[src/rtl/vga_timing_gen.sv]
// VGA raster timing: pixel/line counters, sync and video-enable generation with a
// configurable output delay, plus one-clock line/frame start strobes.
module vga_timing_gen #(
  parameter int H_VIS  = 800,
  parameter int H_FP   = 40,
  parameter int H_SYNC = 128,
  parameter int H_BP   = 88,
  parameter int V_VIS  = 600,
  parameter int V_FP   = 1,
  parameter int V_SYNC = 4,
  parameter int V_BP   = 23,
  parameter bit H_POL  = 1'b1,
  parameter bit V_POL  = 1'b1,
  parameter int DELAY  = 1
) (
  input  logic        clk,
  input  logic        rst_n,
  input  logic        pix_en,
  output logic [10:0] vga_h,
  output logic [10:0] vga_v,
  output logic        hsync,
  output logic        vsync,
  output logic        video_on,
  output logic        line_start,
  output logic        frame_start
);

  localparam int H_TOTAL = H_VIS + H_FP + H_SYNC + H_BP;
  localparam int V_TOTAL = V_VIS + V_FP + V_SYNC + V_BP;

  localparam logic [10:0] H_LAST = 11'(H_TOTAL - 1);
  localparam logic [10:0] V_LAST = 11'(V_TOTAL - 1);

  // Window bounds are 12 bits wide because a sync ending at the very end of a
  // 2048-count line needs the value 2048.
  localparam logic [11:0] H_VIS_END    = 12'(H_VIS);
  localparam logic [11:0] H_SYNC_START = 12'(H_VIS + H_FP);
  localparam logic [11:0] H_SYNC_END   = 12'(H_VIS + H_FP + H_SYNC);
  localparam logic [11:0] V_VIS_END    = 12'(V_VIS);
  localparam logic [11:0] V_SYNC_START = 12'(V_VIS + V_FP);
  localparam logic [11:0] V_SYNC_END   = 12'(V_VIS + V_FP + V_SYNC);

  localparam logic [2:0] PIPE_IDLE = {~H_POL, ~V_POL, 1'b0};

  logic [10:0] h_q, h_d;
  logic [10:0] v_q, v_d;
  logic        line_q, line_d;
  logic        frame_q, frame_d;
  logic [2:0]  pipe_q [DELAY];

  logic [11:0] h_ext;
  logic [11:0] v_ext;
  logic        hs_raw;
  logic        vs_raw;
  logic        vid_raw;

  always_comb begin
    h_d     = h_q;
    v_d     = v_q;
    line_d  = 1'b0;
    frame_d = 1'b0;
    if (pix_en) begin
      if (h_q == H_LAST) begin
        h_d    = '0;
        line_d = 1'b1;
        if (v_q == V_LAST) begin
          v_d     = '0;
          frame_d = 1'b1;
        end else begin
          v_d = v_q + 11'd1;
        end
      end else begin
        h_d = h_q + 11'd1;
      end
    end
  end

  always_ff @(posedge clk or negedge rst_n) begin
    if (!rst_n) begin
      h_q     <= '0;
      v_q     <= '0;
      line_q  <= 1'b0;
      frame_q <= 1'b0;
    end else begin
      h_q     <= h_d;
      v_q     <= v_d;
      line_q  <= line_d;
      frame_q <= frame_d;
    end
  end

  assign h_ext   = {1'b0, h_q};
  assign v_ext   = {1'b0, v_q};
  assign hs_raw  = ((h_ext >= H_SYNC_START) && (h_ext < H_SYNC_END)) ? H_POL : ~H_POL;
  assign vs_raw  = ((v_ext >= V_SYNC_START) && (v_ext < V_SYNC_END)) ? V_POL : ~V_POL;
  assign vid_raw = (h_ext < H_VIS_END) && (v_ext < V_VIS_END);

  // Stage 0 captures the raw flags of the counts held before the edge, so the
  // last stage lags the counters by exactly DELAY pixel strobes.
  always_ff @(posedge clk or negedge rst_n) begin
    if (!rst_n) begin
      for (int i = 0; i < DELAY; i++) begin
        pipe_q[i] <= PIPE_IDLE;
      end
    end else if (pix_en) begin
      pipe_q[0] <= {hs_raw, vs_raw, vid_raw};
      for (int i = 1; i < DELAY; i++) begin
        pipe_q[i] <= pipe_q[i-1];
      end
    end
  end

  assign vga_h       = h_q;
  assign vga_v       = v_q;
  assign hsync       = pipe_q[DELAY-1][2];
  assign vsync       = pipe_q[DELAY-1][1];
  assign video_on    = pipe_q[DELAY-1][0];
  assign line_start  = line_q;
  assign frame_start = frame_q;

endmodule

[config.mk]
export PLATFORM = sky130hd
export DESIGN_NAME = vga_timing_gen
export DESIGN_NICKNAME = d
export VERILOG_FILES = /design/src/rtl/vga_timing_gen.sv
export SDC_FILE = /design/constraint.sdc
export NUM_CORES = 1
export LEC_CHECK = 0
export ABC_CLOCK_PERIOD_IN_PS = 2700
export BUFFER_PORTS_ARGS = -buffer_cell sky130_fd_sc_hd__buf_2
export CELL_PAD_IN_SITES_DETAIL_PLACEMENT = 0
export CELL_PAD_IN_SITES_GLOBAL_PLACEMENT = 1
export CORE_MARGIN = 2
export CORE_UTILIZATION = 44
export CTS_CLUSTER_DIAMETER = 80
export DETAILED_ROUTE_END_ITERATION = 6
export PLACE_DENSITY_LB_ADDON = 0.1
export SYNTH_ARGS = -nofsm -noshare
export SYNTH_HDL_FRONTEND = slang
export SYNTH_SLANG_ARGS = --single-unit
[constraint.sdc]
create_clock -name clk -period 2.7 [get_ports clk]
set_input_delay 0.54 -clock clk [delete_from_list [all_inputs] [get_ports clk]]
set_output_delay 0.54 -clock clk [all_outputs]
set_load 0.02 [all_outputs]
**Word level (Yosys, flattened, before mapping)**

Index checks and enable logic that the tools add are counted.

- Flip-flop bits (word level): 27
- Bits of input ports: 3
- Output and inout bits: 27
- Word-level logic and storage cells: 28

- Add/subtract/negate cells: 2
- Magnitude comparators: 6
- Eq/ne operators: 2
- Muxes and demuxes: 9
- Reduce and logical (&&, ||, !) cells: 4

Operators with widths:

| kind | number |
|---|---|
| 11-bit by 10-bit < comparator with 1-bit output (second input constant) | 4 |
| 11-bit by 1-bit adder with 11-bit output (second input constant) | 2 |
| 11-bit by 10-bit >= comparator with 1-bit output (second input constant) | 2 |
| 11-bit 2-to-1 mux | 2 |
| 11-bit by 10-bit equality test with 1-bit output (second input constant) | 1 |
| 11-bit equality test (second input constant) | 1 |
| 1-bit 2-to-1 mux | 7 |
| 1-bit logical AND | 3 |
| 2-bit AND reduction | 1 |

**Longest topological paths before layout**

Gate-level depths: netlist (run 1).

- Word-level depth: 4
- Mapped depth: 6
- Mapped depth without buffers: 6

**Worst setup path after synthesis (run 1)**

No wires, ideal clock.

- Kind: flip-flop to flip-flop
- Start point: register v_q[7], in the netlist vga_v[7]
- End point: register v_q[6], in the netlist vga_v[6]
- Setup time: 0.125 ns
- Arrival time: 1.806 ns
- Data required time: 2.575 ns
- Path slack: 0.770 ns
- Cell stages (with the launch flop): 5
- Path buffers: 0
- Clock period less this slack: 1.930 ns
- Cell sequence: dfrtp_1 > or4b_4 > nor4_2 > o211ai_1 > mux2_2

- Cells in the longest elaborated chain, start to end: 2

Ends and longest elaborated chain:

| item | line | source |
|---|---|---|
| from (decl) | 46 | `logic [10:0] v_q, v_d;` |
| from (signal assigned) | 86 | `v_q <= v_d;` |
| 11-bit by 10-bit equality test with 1-bit output | 66 | `if (v_q == V_LAST) begin` |
| 11-bit 2-to-1 mux | 66 |  |

No other way between the ends.
A chain may end at the register's enable or synchronous reset.

**Worst setup path in the final report (run 1)**

Ends and elaborated chain as after synthesis.

==> impl_metrics.yaml, run 1 <==
outcome:
  status: "complete, no violations"
final_layout:
  seqCellArea_um2: 676
  multi_input_area_um2: 681
  area_growth_pct: 15.6
  layout_commonest_cell: "buf_2"
  drive_gt1_share_pct: 24.0
  fin_util_pct: 53.2
  layout_common_cells: "buf_2 (29), dfrtp_1 (27), nand2_1 (14)"
  fin_nets: 179
  fin_cells: 215
  num_antenna_cells: 0
  fillerInstances: 304
  final_area_um2: 1620
sta:
  min_period_ns: 2.03
  setup_ws_ns: 0.669
  fin_setup_tns_ns: 0
  worst_pin_slew_ns: 0.613
  rsz0062_at_grt: "no"
  fmax_mhz: 492
  period_share_pct: 75.2
  finalMaxSlewViolations: 0
  finalHoldViolCount: 0
  fin_skew_ns: 0.00263
  timing.slew.headroom_pct: 59.1
  holdWs_ns: 0.206
  setup_viol: 0
synth:
  syn_avg_cell_area_um2: 9.97
  synth-edff-count: 0
  yosysSeqAreaShare_pct: 48.1
  synth_fp_nets: 148
  syn_inst: 141
  netlist_area_um2: 1410
  yosys_warnings: 0
  async_reset_ff_share_pct: 100
  synth-seq-cells: 27
  synth_cell_types: 41
  dominantRegCellSynth: "dfrtp_1"
drt:
  drcViolationCount: 0
  avgViaCountPerCell: 5.45
  detail_route.wirelength_mm: 2.99
  drt_iter0_drc: 56
  ant_nets: 0
  post_drt_wl_per_cell_um: 13.9
  vias: 1172
  drt_pass1_iterations: 4
job:
  maxCapViolCount: 0
global_routing:
  overflow: 0
  grt_max_degree: 28
  antenna_found_initial: 0
  grt_pass1_wl_mm: 5.04
  grtUsageTotal_pct: 18.4
  grt_pass1_vias: 1081
clock_tree:
  cts_buffers: 3
  cts_max_level: 1
  ctsLongestPathBuffers: 2
  post-cts-setup-buffers: 0
  insertion_delay_ns: 0.32
  cts_resized: 0
  hold_buffers: 0
  cts.sinks: 27
  clk_pin_slew_ns: 0.14
  cts_root_buf: "clkbuf_4"
  cts_tree: "done"
place:
  dpl-instance-area_um2: 1600
  portBuffers: 29
  routabilityCongestion: 0.797
  hpwl_mm: 2.20
  dp.cells: 211
  post-place-ws_ns: 0.713
power_and_ir_drop:
  p_int_mw: 0.571
  power.leakage_nw: 0.793
  irDropWorstVdd_uv: 354
  p_switching_mw: 0.306
  seq_power_share_pct: 58.3
  power_density_nw_per_um2: 540
  p_comb_share_pct: 21.7
  swShare_pct: 34.9
  clkPwrFrac_pct: 20.0
  power_mw: 0.877
floorplan:
  num_io_pins: 30
  core_um2: 3050
  die_w_um: 60.5
  initial_core_util_pct: 46.0
  die_area_um2: 3660
  num_rows: 20
  die_h_um: 60.5
worst_setup_path:
  crit_path_end_kind: "register"
  cp_max_fo: 6
  arrival_ns: 2.26
  worstSetupPathType: "reg2reg"
  worst-r2r-cell-count: 4
  startpoint_type: "register"
  required_ns: 2.93
hold_path:
  hp-class: "in2async"
registers in the layout, summed over array words and instances (netlist names):
register     flops
vga_h           11
vga_v           11
pipe_q           3
frame_start      1
line_start       1
path summary, 6_finish.rpt:
kind / slack, ns / start / endpoint
worst max-delay path: 0.67 / vga_v[7]$_DFFE_PN0P_ / vga_v[6]$_DFFE_PN0P_
worst min-delay path: 0.21 / rst_n / line_start$_DFF_PN0_
worst max register to register: 0.67 / vga_v[7]$_DFFE_PN0P_ / vga_v[6]$_DFFE_PN0P_
worst min register to register: 0.52 / pipe_q[0]$_DFFE_PN0P_ / pipe_q[0]$_DFFE_PN0P_
max in group asynchronous: 2.10 / rst_n / vga_h[10]$_DFFE_PN0P_
min in group clk: 0.52 / pipe_q[0]$_DFFE_PN0P_ / pipe_q[0]$_DFFE_PN0P_
power groups by stage:
stage	clock network [mW]	registers [mW]	logic, mW
after detailed placement	0	0.517	0.194
final	0.176	0.511	0.190
after floorplan	0	0.555	0.0778
after global routing	0.203	0.521	0.210
after global placement	0	0.515	0.190
after CTS	0.187	0.510	0.195
layer usage:
layer | GRT usage [%] | vias up | part of all wire (%) | wire length [um]
met1 | 24.6 | 567 | 46 | 1360
li1 | - | 575 | - | -
met5 | 0 | - | 0 | 0
met2 | 30.9 | 26 | 50 | 1500
met4 | 6.52 | 0 | 1.2 | 37
met3 | 2.56 | 4 | 3.0 | 91
cells by family after synthesis:
kind of cell	Yosys count	synth area share, %
AND/OR/NAND/NOR	55	21.6
flip-flops	27	48.1
adder cells (fa/ha/maj)	4	3.56
multiplexers	4	3.03
XOR/XNOR	8	4.99
buffers and inverters	13	3.47
AO/OA/AOI/OAI	30	15.2
layout make-up:
type / instances / share of cell area, %
tap: 44 / 3.39
sequential: 27 / 41.6
multi-input combinational: 101 / 41.9
clock buffer: 4 / 1.62
timing repair buffer: 30 / 9.40
inverter: 9 / 2.08
critical path: stages, from the launching register on:
cell and delay, ns:
dfrtp_1 0.47, or4b_4 0.60, nor4_2 0.44, o211ai_1 0.15, mux2_2 0.28
cells in the mapped netlist (all sizes together), types with 2 or more instances:
cell / count / share of area [%]
nor3: 5 / 1.8
o41ai: 2 / 1.8
nand2: 14 / 3.7
a21o: 2 / 1.1
a211o: 2 / 1.2
xnor2: 3 / 1.9
o21ai: 10 / 3.6
o31ai: 3 / 1.6
nand3: 6 / 2.1
nand4: 7 / 3.1
mux2i: 2 / 1.4
nor2: 8 / 2.1
o211ai: 3 / 1.6
nand2b: 2 / 0.89
a21oi: 2 / 0.98
dfrtp: 27 / 48
and3: 3 / 1.3
mux2: 2 / 1.6
xor2: 5 / 3.1
inv: 8 / 2.1
nor4: 3 / 1.8
clkbuf: 4 / 1.1
ha: 4 / 3.6
No activity file was read; power rests on OpenSTA's default activity.
==> run 2: changes to the inputs <==
- ABC_AREA: not set -> 1
- ABC_CLOCK_PERIOD_IN_PS: 2700 -> 2000
- CORE_UTILIZATION: 44 -> 40
- clock period: 2.7 -> 2 ns (I/O delays scaled with it)
==> run 2 against run 1 <==
  * Total power is 77% higher
  * Global-route usage is 0.55 points lower
  * Synthesized cell count is 82% higher
  * Register-to-register slack worse by 0.22 ns
  * Clock power is 85% higher
  * Critical endpoint is now vga_v[9]$_DFFE_PN0P_
==> impl_metrics.yaml, run 2 <==
outcome:
  status: "complete, no violations"
final_layout:
  layout_common_cells: "nand2_1 (88), inv_1 (34), buf_2 (29)"
  final_area_um2: 2030
  layout_commonest_cell: "nand2_1"
  multi_input_area_um2: 952
  fin_nets: 292
  fin_util_pct: 46.4
  area_growth_pct: 11.2
  fillerInstances: 477
  num_antenna_cells: 0
  seqCellArea_um2: 676
  drive_gt1_share_pct: 20.8
clock_tree:
  insertion_delay_ns: 0.28
  clk_pin_slew_ns: 0.10
  cts_max_level: 1
  ctsLongestPathBuffers: 2
  cts_resized: 0
  hold_buffers: 0
  cts_buffers: 3
  cts.sinks: 27
  post-cts-setup-buffers: 0
  cts_root_buf: "clkbuf_8"
  cts_tree: "done"
drt:
  detail_route.wirelength_mm: 4.17
  drt_iter0_drc: 97
  ant_nets: 0
  drcViolationCount: 0
  drt_pass1_iterations: 4
  avgViaCountPerCell: 4.72
  vias: 1587
  post_drt_wl_per_cell_um: 12.4
synth:
  yosysSeqAreaShare_pct: 36.9
  syn_inst: 256
  yosys_warnings: 0
  dominantRegCellSynth: "dfrtp_1"
  netlist_area_um2: 1830
  synth-edff-count: 0
  synth_area_leaders: "dfrtp_1 (37%), nand2_1 (18%), inv_1 (7.0%), nand3_1 (4.9%), nor2_1 (4.9%)"
  synth_top_area_share_pct: 36.9
  synth_common_cells: "nand2_1 (88), inv_1 (34), dfrtp_1 (27)"
  syn_avg_cell_area_um2: 7.15
  synth-seq-cells: 27
  synthMostInstantiatedCell: "nand2_1"
  synth_cell_types: 29
  yosysTopAreaCell: "dfrtp_1"
  async_reset_ff_share_pct: 100
  synth_fp_nets: 263
global_routing:
  antenna_found_initial: 0
  grt_max_degree: 28
  grt_pass1_vias: 1484
  grt_pass1_wl_mm: 7.25
  overflow: 0
  grtUsageTotal_pct: 17.9
worst_setup_path:
  crit_path_end_kind: "register"
  path_cells: "ha_1 -> nand2_1 -> nor2_1 -> nand3_2 -> nor2_2 -> nand2_1 -> nand2_1"
  startpoint_type: "register"
  crit_path_frequent_cell: "nand2_1"
  cp_num_buf_inv: 0
  required_ns: 2.22
  worst_path_largest_cell_delay_ns: 0.41
  arrival_ns: 1.77
  cp_top_family: "simple AND/OR/NAND/NOR gates"
  worstSetupPathType: "reg2reg"
  critPathSlowestCell: "dfrtp_1"
  cp_max_fo: 12
sta:
  finalMaxSlewViolations: 0
  setup_ws_ns: 0.450
  fmax_mhz: 645
  worst_pin_slew_ns: 0.641
  finalHoldViolCount: 0
  setup_viol: 0
  fin_skew_ns: 0.00188
  min_period_ns: 1.55
  timing.slew.headroom_pct: 57.3
  fin_setup_tns_ns: 0
  period_share_pct: 77.5
  rsz0062_at_grt: "no"
job:
  maxCapViolCount: 0
place:
  routabilityCongestion: 0.797
  portBuffers: 29
  post-place-ws_ns: 0.460
  hpwl_mm: 3.10
  dpl-instance-area_um2: 1990
floorplan:
  num_io_pins: 30
  die_area_um2: 5130
  die_h_um: 71.6
  initial_core_util_pct: 41.7
  core_um2: 4380
  die_w_um: 71.6
  num_rows: 24
hold_path:
  hp-class: "in2async"
power_and_ir_drop:
  irDropWorstVdd_uv: 545
  power.leakage_nw: 1.11
  power_mw: 1.55
  power_density_nw_per_um2: 763
-- run 2: changes by cell type in the layout (fill, tap and decap cells not counted), moves of 10 or more --
| cell | change |
|---|---|
| nand3_1 | +12 |
| nor2_1 | +16 |
| nor2_2 | +10 |
| inv_1 | +26 |
| nand2_1 | +74 |
-- run 2: report_power, final --
group          switching [mW]  internal, mW  leakage (nW)  total (mW)
clock                   0.182         0.143        0.0228       0.326
combinational           0.330         0.163         0.742       0.493
sequential              0.118         0.616         0.345       0.734
-- run 2: final timing paths --
kind	cells after the start	end	slack [ns]	startpoint
worst min register to register	2	pipe_q[0]$_DFFE_PN0P_	0.48	pipe_q[0]$_DFFE_PN0P_
max in group asynchronous	1	vga_h[2]$_DFFE_PN0P_	1.45	rst_n
worst min-delay path	1	vga_h[6]$_DFFE_PN0P_	0.13	rst_n
worst max register to register	7	vga_v[9]$_DFFE_PN0P_	0.45	vga_h[1]$_DFFE_PN0P_
worst max-delay path	7	vga_v[9]$_DFFE_PN0P_	0.45	vga_h[1]$_DFFE_PN0P_
min in group clk	2	pipe_q[0]$_DFFE_PN0P_	0.48	pipe_q[0]$_DFFE_PN0P_
-- run 2: worst register-to-register path: stages, from the launching register on --
cell,delay [ns]
dfrtp_1,0.41
ha_1,0.24
nand2_1,0.07
nor2_1,0.13
nand3_2,0.27
nor2_2,0.24
nand2_1,0.07
nand2_1,0.07
-- run 2: metrics by stage --
| stage | hold WS [ns] | std cells |
|---|---|---|
| floorplan | 0.104 | 256 |
| global placement | 0.458 | 332 |
| detailed placement | 0.468 | 332 |
| CTS | 0.150 | 336 |
| global route | 0.177 | 336 |
| finish | 0.134 | 336 |
-- run 2: area by class of cell --
| class | count | share of cell area, % |
|---|---|---|
| tap | 52 | 3.20 |
| inverter | 38 | 7.07 |
| sequential | 27 | 33.2 |
| clock buffer | 4 | 2.21 |
| multi-input combinational | 185 | 46.8 |
| timing repair buffer | 30 | 7.50 |
-- run 2: cell families after synthesis --
| family | count (synthesis) | share of synthesized area, % |
|---|---|---|
| AO/OA/AOI/OAI | 16 | 5.06 |
| adder cells (fa/ha/maj) | 4 | 2.74 |
| buffers and inverters | 44 | 11.0 |
| AND/OR/NAND/NOR | 158 | 40.9 |
| flip-flops | 27 | 36.9 |
| XOR/XNOR | 7 | 3.35 |
-- run 2: metal layers --
metal	track usage [%]	vias to the layer above	wire, um
li1	-	845	-
met1	27.5	708	2340
met2	25.7	30	1650
met3	2.25	4	133
met4	6.29	0	52
met5	0	-	0
==> run 3: changes to the inputs <==
- ABC_CLOCK_PERIOD_IN_PS: 2000 -> 1300
- CORE_UTILIZATION: 40 -> 36
- clock period: 2 -> 1.3 ns (I/O delays scaled with it)
==> run 3 against run 2 <==
  * The run now ends with negative setup slack left
  * Clock skew up 0.0053 ns
  * Register-to-register slack worse by 0.47 ns
  * Worst hold slack gained 0.25 ns
  * Non-clock buffer count increased by 34
  * Total power increased by 79%
  * Critical endpoint is now vga_v[4]$_DFFE_PN0P_
  * Die area is 10% higher
  * Sequential share of layout area down 6.0 points
  * Fmax is 17% higher
  * Largest power group unchanged
==> impl_metrics.yaml, run 3 (same netlist as run 2, synthesis figures left out) <==
outcome:
  status: "complete, but fails checks"
  violations: "negative setup slack"
sta:
  fin_skew_ns: 0.00718
  setup_ws_ns: -0.0210
  timing.slew.headroom_pct: 78.8
  fin_setup_tns_ns: -0.0619
  fmax_mhz: 757
  min_period_ns: 1.32
  setup_viol: 8
  finalMaxSlewViolations: 0
  rsz0062_at_grt: "yes"
  period_share_pct: 102
  finalHoldViolCount: 0
  worst_pin_slew_ns: 0.318
global_routing:
  grt_max_degree: 18
  grt_pass1_vias: 1594
  grt_pass1_wl_mm: 7.85
  overflow: 0
  antenna_found_initial: 0
  grtUsageTotal_pct: 18.6
power_and_ir_drop:
  p_switching_mw: 1.11
  p_int_mw: 1.67
  swShare_pct: 39.8
  power_mw: 2.78
  irDropWorstVdd_uv: 843
  seq_power_share_pct: 41.4
  power.leakage_nw: 1.30
  power_density_nw_per_um2: 1090
  p_comb_share_pct: 40.4
  clkPwrFrac_pct: 18.2
floorplan:
  die_h_um: 75.3
  core_um2: 4820
  initial_core_util_pct: 38.0
  die_area_um2: 5670
  die_w_um: 75.3
  num_rows: 25
  num_io_pins: 30
clock_tree:
  ctsLongestPathBuffers: 2
  cts_tree: "done"
  cts_max_level: 1
  insertion_delay_ns: 0.28
  cts_buffers: 3
  clk_pin_slew_ns: 0.10
  cts.sinks: 27
  cts_root_buf: "clkbuf_8"
final_layout:
  layout_common_cells: "nand2_1 (83), inv_1 (33), buf_4 (25)"
  num_antenna_cells: 0
  layout_commonest_cell: "nand2_1"
  fin_nets: 327
  fin_util_pct: 52.7
  drive_gt1_share_pct: 38.6
  area_growth_pct: 38.7
  fin_cells: 386
  final_area_um2: 2540
worst_setup_path:
  startpoint_type: "register"
  required_ns: 1.47
  worstSetupPathType: "reg2reg"
  cp_max_fo: 5
  arrival_ns: 1.49
  crit_path_end_kind: "register"
drt:
  avgViaCountPerCell: 4.59
  detail_route.wirelength_mm: 4.76
  ant_nets: 0
  post_drt_wl_per_cell_um: 12.3
  drt_pass1_iterations: 4
  drt_iter0_drc: 87
  vias: 1772
  drcViolationCount: 0
place:
  dp.cells: 373
  dpl-instance-area_um2: 2240
  routabilityCongestion: 0.796
  portBuffers: 29
  hpwl_mm: 3.50
job:
  maxCapViolCount: 0
hold_path:
  hp-class: "in2async"
run 3: layout make-up:
class	count	area [um^2]
clock buffers	4	45.0
fillers	494	2280
inverters	38	150
multi-input cells	186	1070
flip-flops and latches	27	691
well taps	67	83.8
repair buffers	64	497
run 3: repair_timing:
| item | in CTS | in global routing |
|---|---|---|
| hold buffers | 1 | 0 |
| pin swaps | 3 | 7 |
| gates cloned | 1 | 0 |
| resized for setup | 13 | 43 |
| setup buffers | 2 | 5 |
| hold endpoints to repair | 10 | 0 |
| setup endpoints to repair | 12 | 28 |
run 3: power by group through the flow:
| stage | logic, mW | registers, mW | clock network, mW |
|---|---|---|---|
| after global placement | 0.948 | 1.12 | 0 |
| final | 1.12 | 1.15 | 0.504 |
| after floorplan | 0.448 | 1.25 | 0 |
| after detailed placement | 0.950 | 1.13 | 0 |
| after global routing | 1.23 | 1.17 | 0.550 |
| after CTS | 1.01 | 1.12 | 0.530 |
run 3: per-stage QoR:
stage / setup WS (ns) / hold slack [ns]
global placement: 0.0110 / 0.159
floorplan: 0.00438 / -0.0356
finish: -0.0210 / 0.380
CTS: 0.000253 / 0.395
detailed placement: -0.0000167 / 0.164
global route: -0.103 / 0.425
run 3: path summary, 6_finish.rpt:
kind / startpoint / endpoint / slack [ns] / cells after the start
worst min register to register: pipe_q[2]$_DFFE_PN0P_ / pipe_q[2]$_DFFE_PN0P_ / 0.49 / 2
worst max register to register: vga_h[5]$_DFFE_PN0P_ / vga_v[4]$_DFFE_PN0P_ / -0.02 / 7
worst max-delay path: vga_h[5]$_DFFE_PN0P_ / vga_v[4]$_DFFE_PN0P_ / -0.02 / 7
worst min-delay path: rst_n / pipe_q[2]$_DFFE_PN0P_ / 0.38 / 2
max in group asynchronous: rst_n / vga_v[5]$_DFFE_PN0P_ / 0.51 / 3
min in group clk: pix_en / vga_h[2]$_DFFE_PN0P_ / 0.40 / 4
run 3: layer usage:
metal | vias to the layer above | global-route usage [%] | part of all wire [%]
li1 | 927 | - | -
met1 | 805 | 27.4 | 51
met2 | 32 | 27.6 | 43
met3 | 8 | 2.54 | 4.1
met4 | 0 | 6.82 | 2.1
met5 | - | 0 | 0
run 3: worst max-delay path, cell delays in order (launching register included):
cell and delay, ns:
dfrtp_1 0.43, buf_6 0.14, inv_4 0.05, nand2_4 0.04, nor2_4 0.16, nand4_4 0.20, nand2_1 0.11, o21ai_1 0.07
